--- config.mk ---
export PLATFORM = sky130hd
export DESIGN_NAME = calc_key_entry
export DESIGN_NICKNAME = d
export VERILOG_FILES = /design/src/rtl/calc_key_entry.sv
export SDC_FILE = /design/constraint.sdc
export NUM_CORES = 1
export LEC_CHECK = 0
export CAP_MARGIN = 40
export CORE_ASPECT_RATIO = 0.8
export CORE_UTILIZATION = 40
export CTS_BUF_LIST = sky130_fd_sc_hd__clkbuf_4
export DETAILED_ROUTE_END_ITERATION = 10
export SYNTH_ARGS = -nofsm -noshare
export SYNTH_HDL_FRONTEND = slang
export SYNTH_SLANG_ARGS = --single-unit
export TNS_END_PERCENT = 30
--- constraint.sdc ---
create_clock -name clk -period 14.15 [get_ports clk]
set_input_delay 2.1225 -clock clk [delete_from_list [all_inputs] [get_ports clk]]
set_output_delay 2.1225 -clock clk [all_outputs]
set_load 0.005 [all_outputs]
--- src/rtl/calc_key_entry.sv ---
// Calculator keypad front end: synchronise/debounce digit and operator buses, build a BCD operand, emit {operand, opcode}.
// Optional CALC_ENTRY_NEG_EN: key_sw[0] toggles a sign flag instead of acting as backspace.

module calc_key_entry_deb #(
  parameter int W          = 12,
  parameter int DEB_CYCLES = 4
) (
  input  logic         clk_i,
  input  logic         rst_ni,
  input  logic [W-1:0] raw_i,
  output logic [W-1:0] deb_o
);
  localparam int CW = $clog2(DEB_CYCLES + 1);

  logic [W-1:0]  s1_q, s2_q, last_q, deb_q, deb_d;
  logic [CW-1:0] cnt_q, cnt_d;

  // cnt_d counts consecutive equal synchronised samples including the current one
  always_comb begin
    deb_d = deb_q;
    if (s2_q != last_q)                 cnt_d = CW'(1);
    else if (cnt_q != CW'(DEB_CYCLES))  cnt_d = cnt_q + 1'b1;
    else                                cnt_d = cnt_q;
    if (cnt_d == CW'(DEB_CYCLES))       deb_d = s2_q;
  end

  always_ff @(posedge clk_i or negedge rst_ni) begin
    if (!rst_ni) begin
      s1_q   <= '0;
      s2_q   <= '0;
      last_q <= '0;
      cnt_q  <= '0;
      deb_q  <= '0;
    end else begin
      s1_q   <= raw_i;
      s2_q   <= s1_q;
      last_q <= s2_q;
      cnt_q  <= cnt_d;
      deb_q  <= deb_d;
    end
  end

  assign deb_o = deb_q;
endmodule

module calc_key_entry #(
  parameter int NUM_OPS    = 8,
  parameter int NDIGITS    = 4,
  parameter int DEB_CYCLES = 4
) (
  input  logic                         clk,
  input  logic                         rst,
  input  logic [11:0]                  key_sw,
  input  logic [NUM_OPS-1:0]           op_sw,
  output logic                         out_valid,
  input  logic                         out_ready,
  output logic [4*NDIGITS-1:0]         out_bcd,
  output logic [$clog2(NUM_OPS)-1:0]   out_op,
  output logic                         out_neg,
  output logic [4*NDIGITS-1:0]         disp_bcd,
  output logic [$clog2(NDIGITS+1)-1:0] disp_cnt,
  output logic                         err
);
  localparam int DW = 4 * NDIGITS;
  localparam int OW = $clog2(NUM_OPS);
  localparam int CW = $clog2(NDIGITS + 1);

  typedef enum logic [1:0] {IDLE, ENTRY, EMIT} state_t;

  state_t        state_q, state_d;
  logic [11:0]   key_deb, key_prev_q;
  logic [NUM_OPS-1:0] op_deb, op_prev_q;
  logic [DW-1:0] entry_q, entry_d, out_bcd_q, out_bcd_d;
  logic [CW-1:0] cnt_q, cnt_d;
  logic [OW-1:0] out_op_q, out_op_d, op_idx;
  logic          neg_q, neg_d, out_neg_q, out_neg_d;
  logic          out_valid_q, out_valid_d, err_q, err_d;
  logic          key_press, op_press, is_digit;
  logic [3:0]    digit;

  calc_key_entry_deb #(.W(12), .DEB_CYCLES(DEB_CYCLES)) u_key_deb (
    .clk_i(clk), .rst_ni(rst), .raw_i(key_sw), .deb_o(key_deb)
  );
  calc_key_entry_deb #(.W(NUM_OPS), .DEB_CYCLES(DEB_CYCLES)) u_op_deb (
    .clk_i(clk), .rst_ni(rst), .raw_i(op_sw), .deb_o(op_deb)
  );

  assign key_press = (key_prev_q == '0) && (key_deb != '0);
  assign op_press  = (op_prev_q == '0) && (op_deb != '0);

  // Key bit 2 is digit 0; bits 11..3 map to digits 1..9 (bit 11 = 1)
  always_comb begin
    digit    = '0;
    is_digit = 1'b0;
    op_idx   = '0;
    for (int unsigned i = 2; i < 12; i++) begin
      if (key_deb[i]) begin
        is_digit = 1'b1;
        digit    = (i == 2) ? 4'd0 : 4'(12 - i);
      end
    end
    for (int unsigned i = 0; i < NUM_OPS; i++) begin
      if (op_deb[i]) op_idx = OW'(i);
    end
  end

  always_comb begin
    state_d     = state_q;
    entry_d     = entry_q;
    cnt_d       = cnt_q;
    neg_d       = neg_q;
    out_valid_d = out_valid_q;
    out_bcd_d   = out_bcd_q;
    out_op_d    = out_op_q;
    out_neg_d   = out_neg_q;
    err_d       = 1'b0;
    if (state_q == EMIT) begin
      if (key_press || op_press) err_d = 1'b1;
      if (out_valid_q && out_ready) begin
        out_valid_d = 1'b0;
        entry_d     = '0;
        cnt_d       = '0;
        neg_d       = 1'b0;
        state_d     = IDLE;
      end
    end else if (key_press && op_press) begin
      err_d = 1'b1;
    end else if (op_press) begin
      if (!$onehot(op_deb)) begin
        err_d = 1'b1;
      end else begin
        out_bcd_d   = entry_q;
        out_op_d    = op_idx;
        out_neg_d   = neg_q;
        out_valid_d = 1'b1;
        state_d     = EMIT;
      end
    end else if (key_press) begin
      if (!$onehot(key_deb)) begin
        err_d = 1'b1;
      end else if (is_digit) begin
        // entry is all-zero in IDLE, so the same shift serves the first digit
        if (cnt_q == CW'(NDIGITS)) begin
          err_d = 1'b1;
        end else begin
          entry_d = {entry_q[DW-5:0], digit};
          cnt_d   = cnt_q + 1'b1;
          state_d = ENTRY;
        end
      end else if (key_deb[1]) begin
        entry_d = '0;
        cnt_d   = '0;
        neg_d   = 1'b0;
        state_d = IDLE;
      end else begin
`ifdef CALC_ENTRY_NEG_EN
        neg_d = ~neg_q;
`else
        if (state_q == ENTRY) begin
          entry_d = {4'h0, entry_q[DW-1:4]};
          cnt_d   = cnt_q - 1'b1;
          if (cnt_q == CW'(1)) state_d = IDLE;
        end
`endif
      end
    end
  end

  always_ff @(posedge clk or negedge rst) begin
    if (!rst) begin
      state_q     <= IDLE;
      key_prev_q  <= '0;
      op_prev_q   <= '0;
      entry_q     <= '0;
      cnt_q       <= '0;
      neg_q       <= 1'b0;
      out_valid_q <= 1'b0;
      out_bcd_q   <= '0;
      out_op_q    <= '0;
      out_neg_q   <= 1'b0;
      err_q       <= 1'b0;
    end else begin
      state_q     <= state_d;
      key_prev_q  <= key_deb;
      op_prev_q   <= op_deb;
      entry_q     <= entry_d;
      cnt_q       <= cnt_d;
      neg_q       <= neg_d;
      out_valid_q <= out_valid_d;
      out_bcd_q   <= out_bcd_d;
      out_op_q    <= out_op_d;
      out_neg_q   <= out_neg_d;
      err_q       <= err_d;
    end
  end

  assign out_valid = out_valid_q;
  assign out_bcd   = out_bcd_q;
  assign out_op    = out_op_q;
  assign out_neg   = out_neg_q;
  assign disp_bcd  = entry_q;
  assign disp_cnt  = cnt_q;
  assign err       = err_q;
endmodule

==> qor.csv <==
stage,metric,value,unit
outcome,status,"finished, final reports clean",
sta,maximum clock frequency,213,MHz
worst_setup_path,critical path type,register to register,
sta,setup TNS,0,ps
drt,routed len/inst,14.7,microns
clock_network,worst skew pair latency,550,ps
drt,First-pass DRT Iterations,4,
floorplanning,die height,111,microns
final_layout,fillers,1283,
final_layout,fin nets,596,
grt,initial antenna violation count,0,
grt,GRT overflow,0,
power_and_ir_drop,VDD IR max,0.0965,mV
drt,post-route ant nets,0,
sta,final setup fails,0,
place,gpl congestion,0.773,
grt,pin count of the biggest net entering global routing,70,
clock_network,CTS Hold Buffers Added,0,
yosys,share of Yosys cell area claimed by the top area cell type,0.626,
final_layout,layout cells sized above 1,0.121,
worst_setup_path,"Req. time, crit path",14600,ps
worst_hold_path,hold wc startpoint,u_op_deb.s1_q[2],
yosys,commonest cells in the netlist,"dfrtp_1, nand2_1, inv_1, o21ai_0, mux2_2",
worst_setup_path,reg2reg path depth,14,
yosys,Area contributors post-synth,"dfrtp_1, mux2_2, ha_1",
clock_network,clk sinks,148,
yosys,top cell type by total area after synthesis,dfrtp_1,
worst_setup_path,critical path arrival,5150,ps
sta,crit share post-route,0.332,
power_and_ir_drop,PwrDens,99.2,nW/um^2
yosys,post-synth cell types,48,
flow_run,max-cap violations,0,
place,hpwl dp,7.58,mm
place,PortBufs,62,
floorplanning,Die Span X,138,microns
clock_network,Post-CTS Setup Bufs,0,
drt,WL final,10.8,mm
worst_hold_path,Worst Hold Path Cells,0,
floorplanning,die area,15300,sq um
grt,first-pass GRT wire length,18.8,mm
worst_hold_path,Min-Delay Endpoint,u_op_deb.s2_q[2],
drt,vias,3656,
sta,worst hold slack,357,ps
yosys,mapped cell area,5920,sq um
yosys,Mapped Nets,519,
grt,GR Util All Layers,0.163,
final_layout,# diodes,0,
worst_setup_path,register-to-register path setup slack,9450,ps
final_layout,P&R area growth vs syn,19.3,%
sta,Max Slew Vio Count,0,
yosys,most numerous cell in the Yosys netlist,dfrtp_1,
yosys,"Top FF cell, synth",dfrtp_1,
floorplanning,number of core rows,39,
sta,Layout Skew,15.8,ps
sta,Slew @ Worst Pin,820,ps
drt,DRC viols,0,
worst_setup_path,worst-path maximum fanout,7,
clock_network,"Gates resized, CTS repair",0,
clock_network,clock-pin slew on the worst setup and hold paths,110,ps
power_and_ir_drop,leakage power,3.26,nW
yosys,flip-flop and latch count after synthesis,148,
sta,Fin. Hold Viols,0,
worst_hold_path,Min-Delay Path Class,register to register,
clock_network,clock buffer count from CTS,17,
yosys,"Seq/Total Area, Yosys",0.626,
yosys,warnings from Yosys,0,
clock_network,Max H-tree Level,4,
drt,post-DR vias/cell,4.95,
sta,RSZ-0062 raised after global routing,false,
yosys,Post-Syn Area per Cell,12.7,sq um
worst_setup_path,CP endpoint kind,register,
yosys,Post-synth ARST share,1.00,
drt,DRT iter0 DRCs,178,
floorplanning,Initial Util,0.412,
sta,Final min period,4700,ps
floorplanning,Ports,64,
floorplanning,Core Footprint,14300,sq um
clock_network,CTS tree,built,
yosys,number of synthesized flops with an enable pin,0,
yosys,Post-Syn Instances,466,
worst_setup_path,r2r endpoint,state_q[1],
worst_setup_path,worst r2r src,u_key_deb.deb_o[1],
grt,vias in the first global route,3795,
worst_setup_path,startpoint types,register,
clock_network,Root Driver,clkbuf_4,
sta,Slew headroom,0.450,
clock_network,deepest clock path buffer count,2,
stage by stage:
stage | area (sq um) | util | instances | worst slack [ps] | power (mW)
after floorplan | 5920 | - | 466 | 9710 | 0.448
after global placement | 6750 | 0.471 | 703 | 9530 | 0.464
after detailed placement | 6810 | 0.475 | 708 | 9450 | 0.466
after CTS | 7060 | 0.492 | 738 | 9410 | 0.710
after global routing | 7060 | 0.492 | 738 | 9240 | 0.731
final | 7060 | 0.492 | 738 | 9450 | 0.700
layout by cell type, fill, tap and decap left out, types with 9 or more instances in the layout:
cell	netlist	final
a21oi_1	16	16
clkbuf_4	0	21
nand2_1	47	47
inv_1	38	38
ha_1	19	19
xor2_1	21	21
nor4_1	11	11
nor2_1	22	22
clkdlybuf4s50_1	0	61
nor3_1	9	9
mux2_2	24	24
o21ai_0	28	28
dfrtp_1	148	148
fa_1	11	11
power by group:
group / switching (mW) / leakage [nW] / internal [mW]
clock: 0.137 / 0.141 / 0.107
combinational: 0.0109 / 1.21 / 0.00896
sequential: 0.00518 / 1.91 / 0.431
sequential cells by signal, summed over array words and instances, names as in the netlist, 2 cells and up:
register / cells
u_key_deb.cnt_q: 3
u_op_deb.s2_q: 8
op_prev_q: 8
u_op_deb.last_q: 8
u_op_deb.cnt_q: 3
u_key_deb.s1_q: 12
state_q: 2
u_op_deb.deb_o: 8
u_key_deb.last_q: 12
disp_cnt: 3
u_key_deb.s2_q: 12
disp_bcd: 16
u_key_deb.deb_o: 12
out_op: 3
key_prev_q: 12
u_op_deb.s1_q: 8
out_bcd: 16
critical path: stages, from the launching register on:
cell and delay (ps):
dfrtp_1 470, fa_1 520, fa_1 530, inv_1 50, fa_1 490, fa_1 410, inv_1 70, ha_1 150
inv_1 50, fa_1 480, nand3b_1 120, a311oi_4 360, nand2_2 110, a2111oi_4 460, mux2_4 330
worst max path at each step:
stage,from,endpoint,slack (ps),depth (start not counted)
floorplan,u_key_deb.deb_o[1],state_q[1],9710,14
global placement,u_key_deb.deb_o[1],state_q[1],9530,14
detailed placement,u_key_deb.deb_o[1],state_q[1],9450,14
CTS,u_key_deb.deb_o[1],state_q[1],9410,14
global route,u_key_deb.deb_o[1],state_q[1],9240,14
finish,u_key_deb.deb_o[1],state_q[1],9450,14
area by class of cell:
cell class,instances,area (sq um),area share
timing repair buffer,70,703,0.0996
tap,184,230,0.0326
inverter,38,143,0.0202
sequential,148,3700,0.525
clock inverter,9,88.8,0.0126
clock buffer,21,158,0.0223
multi-input combinational,268,2030,0.288
logic make-up (layout without fill, tap and decap cells):
family / Yosys count / after routing / synth area share
other: 1 / 1 / 0.000634
xor gates and xnor gates: 24 / 24 / 0.0355
buffers and inverters: 50 / 138 / 0.0345
DFF: 148 / 148 / 0.626
and+or+nand+nor: 112 / 112 / 0.0909
AOI/OAI and AO/OA: 74 / 74 / 0.0833
muxes: 27 / 27 / 0.0516
adders and majority gates: 30 / 30 / 0.0774
routing by layer:
layer	track usage	routed length (microns)	share of wire	up-vias
li1	-	-	-	1733
met1	0.221	5220	0.48	1840
met2	0.243	5010	0.46	67
met3	0.0558	434	0.040	16
met4	0.0580	162	0.015	0
met5	0	0	0	-
(Power assumes the default switching activity.)
